File: src/rtl/layer_sequencer_if.sv
`default_nettype none
// ============================================================================
// Module   : layer_sequencer_if
// Brief    : Control/status bundle between the layer sequencer and its engines.
// Revision : 1.0 - initial release
// ============================================================================
interface layer_sequencer_if;
    logic       start;
    logic       conv_done;
    logic       pool_done;
    logic       c_load;
    logic       conv;
    logic       pool;
    logic       first_write;
    logic [3:0] out_c;
    logic [2:0] in_c;
    logic       busy;
    logic       done;

    modport master (
        input  start, conv_done, pool_done,
        output c_load, conv, pool, first_write, out_c, in_c, busy, done
    );

    modport slave (
        output start, conv_done, pool_done,
        input  c_load, conv, pool, first_write, out_c, in_c, busy, done
    );
endinterface
`default_nettype wire

File: src/rtl/layer_sequencer.sv
`default_nettype none
// ============================================================================
// Module   : layer_sequencer
// Brief    : Walks (out_c, in_c) over a conv layer, pulsing load/conv/pool/done.
//            Define LAYER_SEQ_POOL_EN to include the pooling stage per out_c.
// Revision : 1.0 - initial release
// ============================================================================
module layer_sequencer #(
    parameter int OC = 15,
    parameter int IC = 7
) (
    input  wire logic           clk,
    input  wire logic           rst,
    layer_sequencer_if.master   bus
);

    localparam logic [3:0] c_IDLE      = 4'd0;
    localparam logic [3:0] c_LOAD      = 4'd1;
    localparam logic [3:0] c_CONV      = 4'd2;
    localparam logic [3:0] c_WAIT_CONV = 4'd3;
    localparam logic [3:0] c_NEXT_CIN  = 4'd4;
`ifdef LAYER_SEQ_POOL_EN
    localparam logic [3:0] c_POOL      = 4'd5;
    localparam logic [3:0] c_WAIT_POOL = 4'd6;
`endif
    localparam logic [3:0] c_NEXT_COUT = 4'd7;
    localparam logic [3:0] c_FINISH    = 4'd8;

    localparam logic [3:0] c_OC = 4'(OC);
    localparam logic [2:0] c_IC = 3'(IC);

    // Where the last input-channel pass of an output channel leads.
`ifdef LAYER_SEQ_POOL_EN
    localparam logic [3:0] c_AFTER_LAST_CIN = c_POOL;
`else
    localparam logic [3:0] c_AFTER_LAST_CIN = c_NEXT_COUT;
`endif

    logic [3:0] r_state;
    logic [3:0] w_next;
    logic [3:0] r_out_c;
    logic [2:0] r_in_c;
    logic       r_c_load;
    logic       r_conv;
    logic       r_done;
    logic       r_busy;

    always_comb begin
        w_next = r_state;
        case (r_state)
            c_IDLE:      if (bus.start) w_next = c_LOAD;
            c_LOAD:      w_next = c_CONV;
            c_CONV:      w_next = c_WAIT_CONV;
            c_WAIT_CONV: begin
                if (bus.conv_done) begin
                    w_next = (r_in_c < c_IC) ? c_NEXT_CIN : c_AFTER_LAST_CIN;
                end
            end
            c_NEXT_CIN:  w_next = c_LOAD;
`ifdef LAYER_SEQ_POOL_EN
            c_POOL:      w_next = c_WAIT_POOL;
            c_WAIT_POOL: if (bus.pool_done) w_next = c_NEXT_COUT;
`endif
            c_NEXT_COUT: w_next = (r_out_c < c_OC) ? c_LOAD : c_FINISH;
            c_FINISH:    w_next = c_IDLE;
            default:     w_next = c_IDLE;
        endcase
    end

    // Pulses are registered from the next state so they line up with the
    // cycle spent in the matching state.
    always_ff @(posedge clk) begin
        if (rst) begin
            r_state  <= c_IDLE;
            r_out_c  <= '0;
            r_in_c   <= '0;
            r_c_load <= 1'b0;
            r_conv   <= 1'b0;
            r_done   <= 1'b0;
            r_busy   <= 1'b0;
        end else begin
            r_state  <= w_next;
            r_c_load <= (w_next == c_LOAD);
            r_conv   <= (w_next == c_CONV);
            r_done   <= (w_next == c_FINISH);
            r_busy   <= (w_next != c_IDLE);
            case (r_state)
                c_IDLE: begin
                    if (bus.start) begin
                        r_out_c <= '0;
                        r_in_c  <= '0;
                    end
                end
                c_NEXT_CIN: r_in_c <= r_in_c + 3'd1;
                c_NEXT_COUT: begin
                    if (r_out_c < c_OC) begin
                        r_out_c <= r_out_c + 4'd1;
                        r_in_c  <= '0;
                    end
                end
                default: ;
            endcase
        end
    end

`ifdef LAYER_SEQ_POOL_EN
    logic r_pool;

    always_ff @(posedge clk) begin
        if (rst) begin
            r_pool <= 1'b0;
        end else begin
            r_pool <= (w_next == c_POOL);
        end
    end

    assign bus.pool = r_pool;
`else
    logic w_unused_pool_done;
    assign w_unused_pool_done = bus.pool_done;
    assign bus.pool           = 1'b0;
`endif

    assign bus.c_load      = r_c_load;
    assign bus.conv        = r_conv;
    assign bus.done        = r_done;
    assign bus.busy        = r_busy;
    assign bus.out_c       = r_out_c;
    assign bus.in_c        = r_in_c;
    assign bus.first_write = (r_in_c == 3'd0);

endmodule
`default_nettype wire

File: src/flat_wrapper.sv
// flat-port wrapper written by rule: the top's interface ports become plain ports
module layer_sequencer_flat 
#(
    parameter int OC = 15,
    parameter int IC = 7
)
  (clk, rst, bus_start, bus_conv_done, bus_pool_done, bus_c_load, bus_conv, bus_pool, bus_first_write, bus_out_c, bus_in_c, bus_busy, bus_done);
  layer_sequencer_if bus_i ();
  input  wire logic clk;
  input  wire logic rst;
  input wire logic [$bits(bus_i.start)-1:0] bus_start;
  input wire logic [$bits(bus_i.conv_done)-1:0] bus_conv_done;
  input wire logic [$bits(bus_i.pool_done)-1:0] bus_pool_done;
  output wire logic [$bits(bus_i.c_load)-1:0] bus_c_load;
  output wire logic [$bits(bus_i.conv)-1:0] bus_conv;
  output wire logic [$bits(bus_i.pool)-1:0] bus_pool;
  output wire logic [$bits(bus_i.first_write)-1:0] bus_first_write;
  output wire logic [$bits(bus_i.out_c)-1:0] bus_out_c;
  output wire logic [$bits(bus_i.in_c)-1:0] bus_in_c;
  output wire logic [$bits(bus_i.busy)-1:0] bus_busy;
  output wire logic [$bits(bus_i.done)-1:0] bus_done;
  assign bus_i.start = bus_start;
  assign bus_i.conv_done = bus_conv_done;
  assign bus_i.pool_done = bus_pool_done;
  assign bus_c_load = bus_i.c_load;
  assign bus_conv = bus_i.conv;
  assign bus_pool = bus_i.pool;
  assign bus_first_write = bus_i.first_write;
  assign bus_out_c = bus_i.out_c;
  assign bus_in_c = bus_i.in_c;
  assign bus_busy = bus_i.busy;
  assign bus_done = bus_i.done;
  layer_sequencer #(.OC(OC), .IC(IC)) u_core (.clk(clk), .rst(rst), .bus(bus_i));
endmodule
File: config.mk
export PLATFORM = sky130hd
export DESIGN_NAME = layer_sequencer_flat
export DESIGN_NICKNAME = d
export VERILOG_FILES = /design/src/rtl/layer_sequencer_if.sv /design/src/rtl/layer_sequencer.sv /design/src/flat_wrapper.sv
export SDC_FILE = /design/constraint.sdc
export NUM_CORES = 1
export LEC_CHECK = 0
export BUFFER_PORTS_ARGS = -buffer_cell sky130_fd_sc_hd__buf_2
export CAP_MARGIN = 0
export CORE_MARGIN = 2
export CORE_UTILIZATION = 52
export CTS_CLUSTER_DIAMETER = 60
export DETAILED_ROUTE_END_ITERATION = 8
export PLACE_DENSITY = 0.79
export SETUP_SLACK_MARGIN = 0.5
export SYNTH_ARGS = -nofsm -noshare
export SYNTH_HDL_FRONTEND = slang
export SYNTH_SLANG_ARGS = --single-unit
File: constraint.sdc
create_clock -name clk -period 3.45 [get_ports clk]
set_input_delay 0.345 -clock clk [delete_from_list [all_inputs] [get_ports clk]]
set_output_delay 0.345 -clock clk [all_outputs]
set_load 0.05 [all_outputs]
==> run metrics <==
peak supply drop=0.0002929 V; critical path class=reg2reg; Post-Route WL=1.289 mm; Mapped Area=698.2 µm²; Cell variety after synth=33; Worst Path Required=3650 ps; top-count cell post-synth=dfxtp_1; CTS clk-pin slew, worst paths=80 ps; HPWL after detailed placement=1.007 mm; synth cell count leaders=15 x dfxtp_1, 6 x nor2_1, 5 x inv_1, 5 x nand2_1, 4 x a21oi_1; Setup TNS Final=0 ps; synthesized instance count=78; final hold violations=0; top-area cell type share of the netlist area=43.01%; cts hold-fix bufs=0; synth top area cells=dfxtp_1 43%, ha_1 5.4%, nor2_1 3.2%; slew margin rel.=64.68%; Top FF cell, synth=dfxtp_1; Final setup viols=0; clock sinks=15; total gr overflow=0; RSZ-0062 raised after global routing=no; min-delay worst type=in2reg; Rows=13; drt first pass iters=2; PortBufs=15; TritonCTS clock tree=done; Multi-input gate area=360.3 µm²; final worst path period share=47.27%; Hold WS=330.3 ps; setup bufs post-CTS=0; TritonCTS Buffers=3; routed vias=567; Nets=103; Slew Limit Fails=0; Syn Nets=86; Crit Path Max Fanout=10; CTS HTree Levels=1; register bit total from synthesis=15; core area=0.001285 mm²; worst r2r src=u_core.bus.out_c[0]; pin count of the biggest net entering global routing=11; critical path arrival=1830 ps; Die Ht=40.64 µm; Avg Vias per Cell=5.202; initial core utilization=54.33%; fmax=613.2 MHz; fill count=125; outcome=finished clean; first-pass GRT wire length=1.932 mm; GRT Util Overall=18.73%; drt wl/cell=11.83 µm; crit path capture type=register; DR iter-0 viols=3; Clk Latency, worst-skew pair=290 ps; I/O Pins=18; Total Power=0.0003520 W; clk_skew=5.429 ps; clk buf depth=2; Yosys top cell by area=dfxtp_1; max cap viols=0; Async SR Flop Fraction=0%; die area=0.001652 mm²; drt drc=0; GP Congestion=0.8190; post-synthesis sequential area ratio=43.01%; number of global-route vias before repair=445; Layout area overhead=14.70%; CTS root buffer=clkbuf_4; CTS resizes=0; Chip Width=40.64 µm; Leak=0.3409 nW; min cycle time layout=1631 ps; FF/Latch Area=300.3 µm²; startpoint types=register; initial antenna violation count=0; share of layout cells above drive strength 1=23.40%; EDFF count, synth=0; Ant. Diodes=0; YS warnings=0; DRT antenna net count=0; PD cells=439.6 mW/mm²; hold_sp=rst; Worst setup startpoint=u_core.bus.out_c[0]; syn_area_per_cell=8.951 µm²; worst-margin pin slew=526.7 ps
-- critical path: stages, from the launching register on --
cell,delay [ps]
dfxtp_1,400
ha_1,190
nand3_1,180
a22oi_2,390
nand2_1,170
a211oi_1,220
-- path summary, 6_finish.rpt --
kind | end | slack (ps) | cells after the start
min | u_core.bus.busy | 330 | 2
min reg2reg | u_core.bus.in_c[2] | 520 | 2
max | u_core.bus.in_c[0] | 1820 | 5
max reg2reg | u_core.bus.in_c[0] | 1820 | 5
-- cells in the final DEF (no fill, tap or decap), types with 2 or more instances in the layout --
| cell | count |
|---|---|
| buf_2 | 15 |
| dfxtp_1 | 15 |
| nor2_1 | 6 |
| inv_1 | 5 |
| nand2_1 | 5 |
| a21oi_1 | 4 |
| nor4_1 | 3 |
| nand3_1 | 3 |
| and2_1 | 3 |
| o21ai_0 | 3 |
| ha_1 | 3 |
| clkbuf_4 | 3 |
| a211oi_1 | 2 |
| a31oi_1 | 2 |
| nor4b_1 | 2 |
| or3_1 | 2 |
-- layout make-up --
class                   instances  share of cell area, %
clock buffers                   3                  2.812
clock inverters                 1                 0.6250
inverters                       5                  2.344
multi-input cells              55                  45.00
flip-flops and latches         15                  37.50
well taps                      15                  2.344
repair buffers                 15                  9.375
-- metrics by stage --
| stage | area (µm²) | util (%) | cells | setup slack [ps] |
|---|---|---|---|---|
| 3_3_place_gp | 773.2 | 60.18 | 105 | 1873 |
| 3_5_place_dp | 773.2 | 60.18 | 105 | 1828 |
| 6_report | 800.8 | 62.32 | 109 | 1819 |
| 5_1_grt | 800.8 | 62.32 | 109 | 1644 |
| 2_1_floorplan | 698.2 | - | 78 | 1627 |
| 4_1_cts | 800.8 | 62.32 | 109 | 1804 |
-- metal layers --
metal  track usage, %  part of all wire (%)
met1            24.25                    49
met3            9.783                   4.6
met4            5.000                  0.85
met2            26.98                    45
met5                0                     0
-- registers in the layout, summed over array words and instances (netlist names) --
name / count
u_core.bus.busy: 1
u_core.bus.c_load: 1
u_core.bus.conv: 1
u_core.bus.done: 1
u_core.bus.in_c: 3
u_core.bus.out_c: 4
u_core.r_state: 4
-- power breakdown --
group | switching, W | internal (W) | total, W
registers | 0.00000804 | 0.000181 | 0.000189
logic | 0.0000451 | 0.0000204 | 0.0000654
clock network | 0.0000542 | 0.0000431 | 0.0000973
-- cells by family after synthesis --
| group | Yosys count | synth area share [%] |
|---|---|---|
| AND/OR/NAND/NOR | 33 | 27.42 |
| XOR/XNOR | 1 | 1.255 |
| flip-flops | 15 | 43.01 |
| buffers and inverters | 8 | 5.375 |
| other | 1 | 0.5371 |
| AO/OA/AOI/OAI | 16 | 15.59 |
| multiplexers | 1 | 1.434 |
| adder cells (fa/ha/maj) | 3 | 5.377 |
No activity file was read; power rests on OpenSTA's default activity.
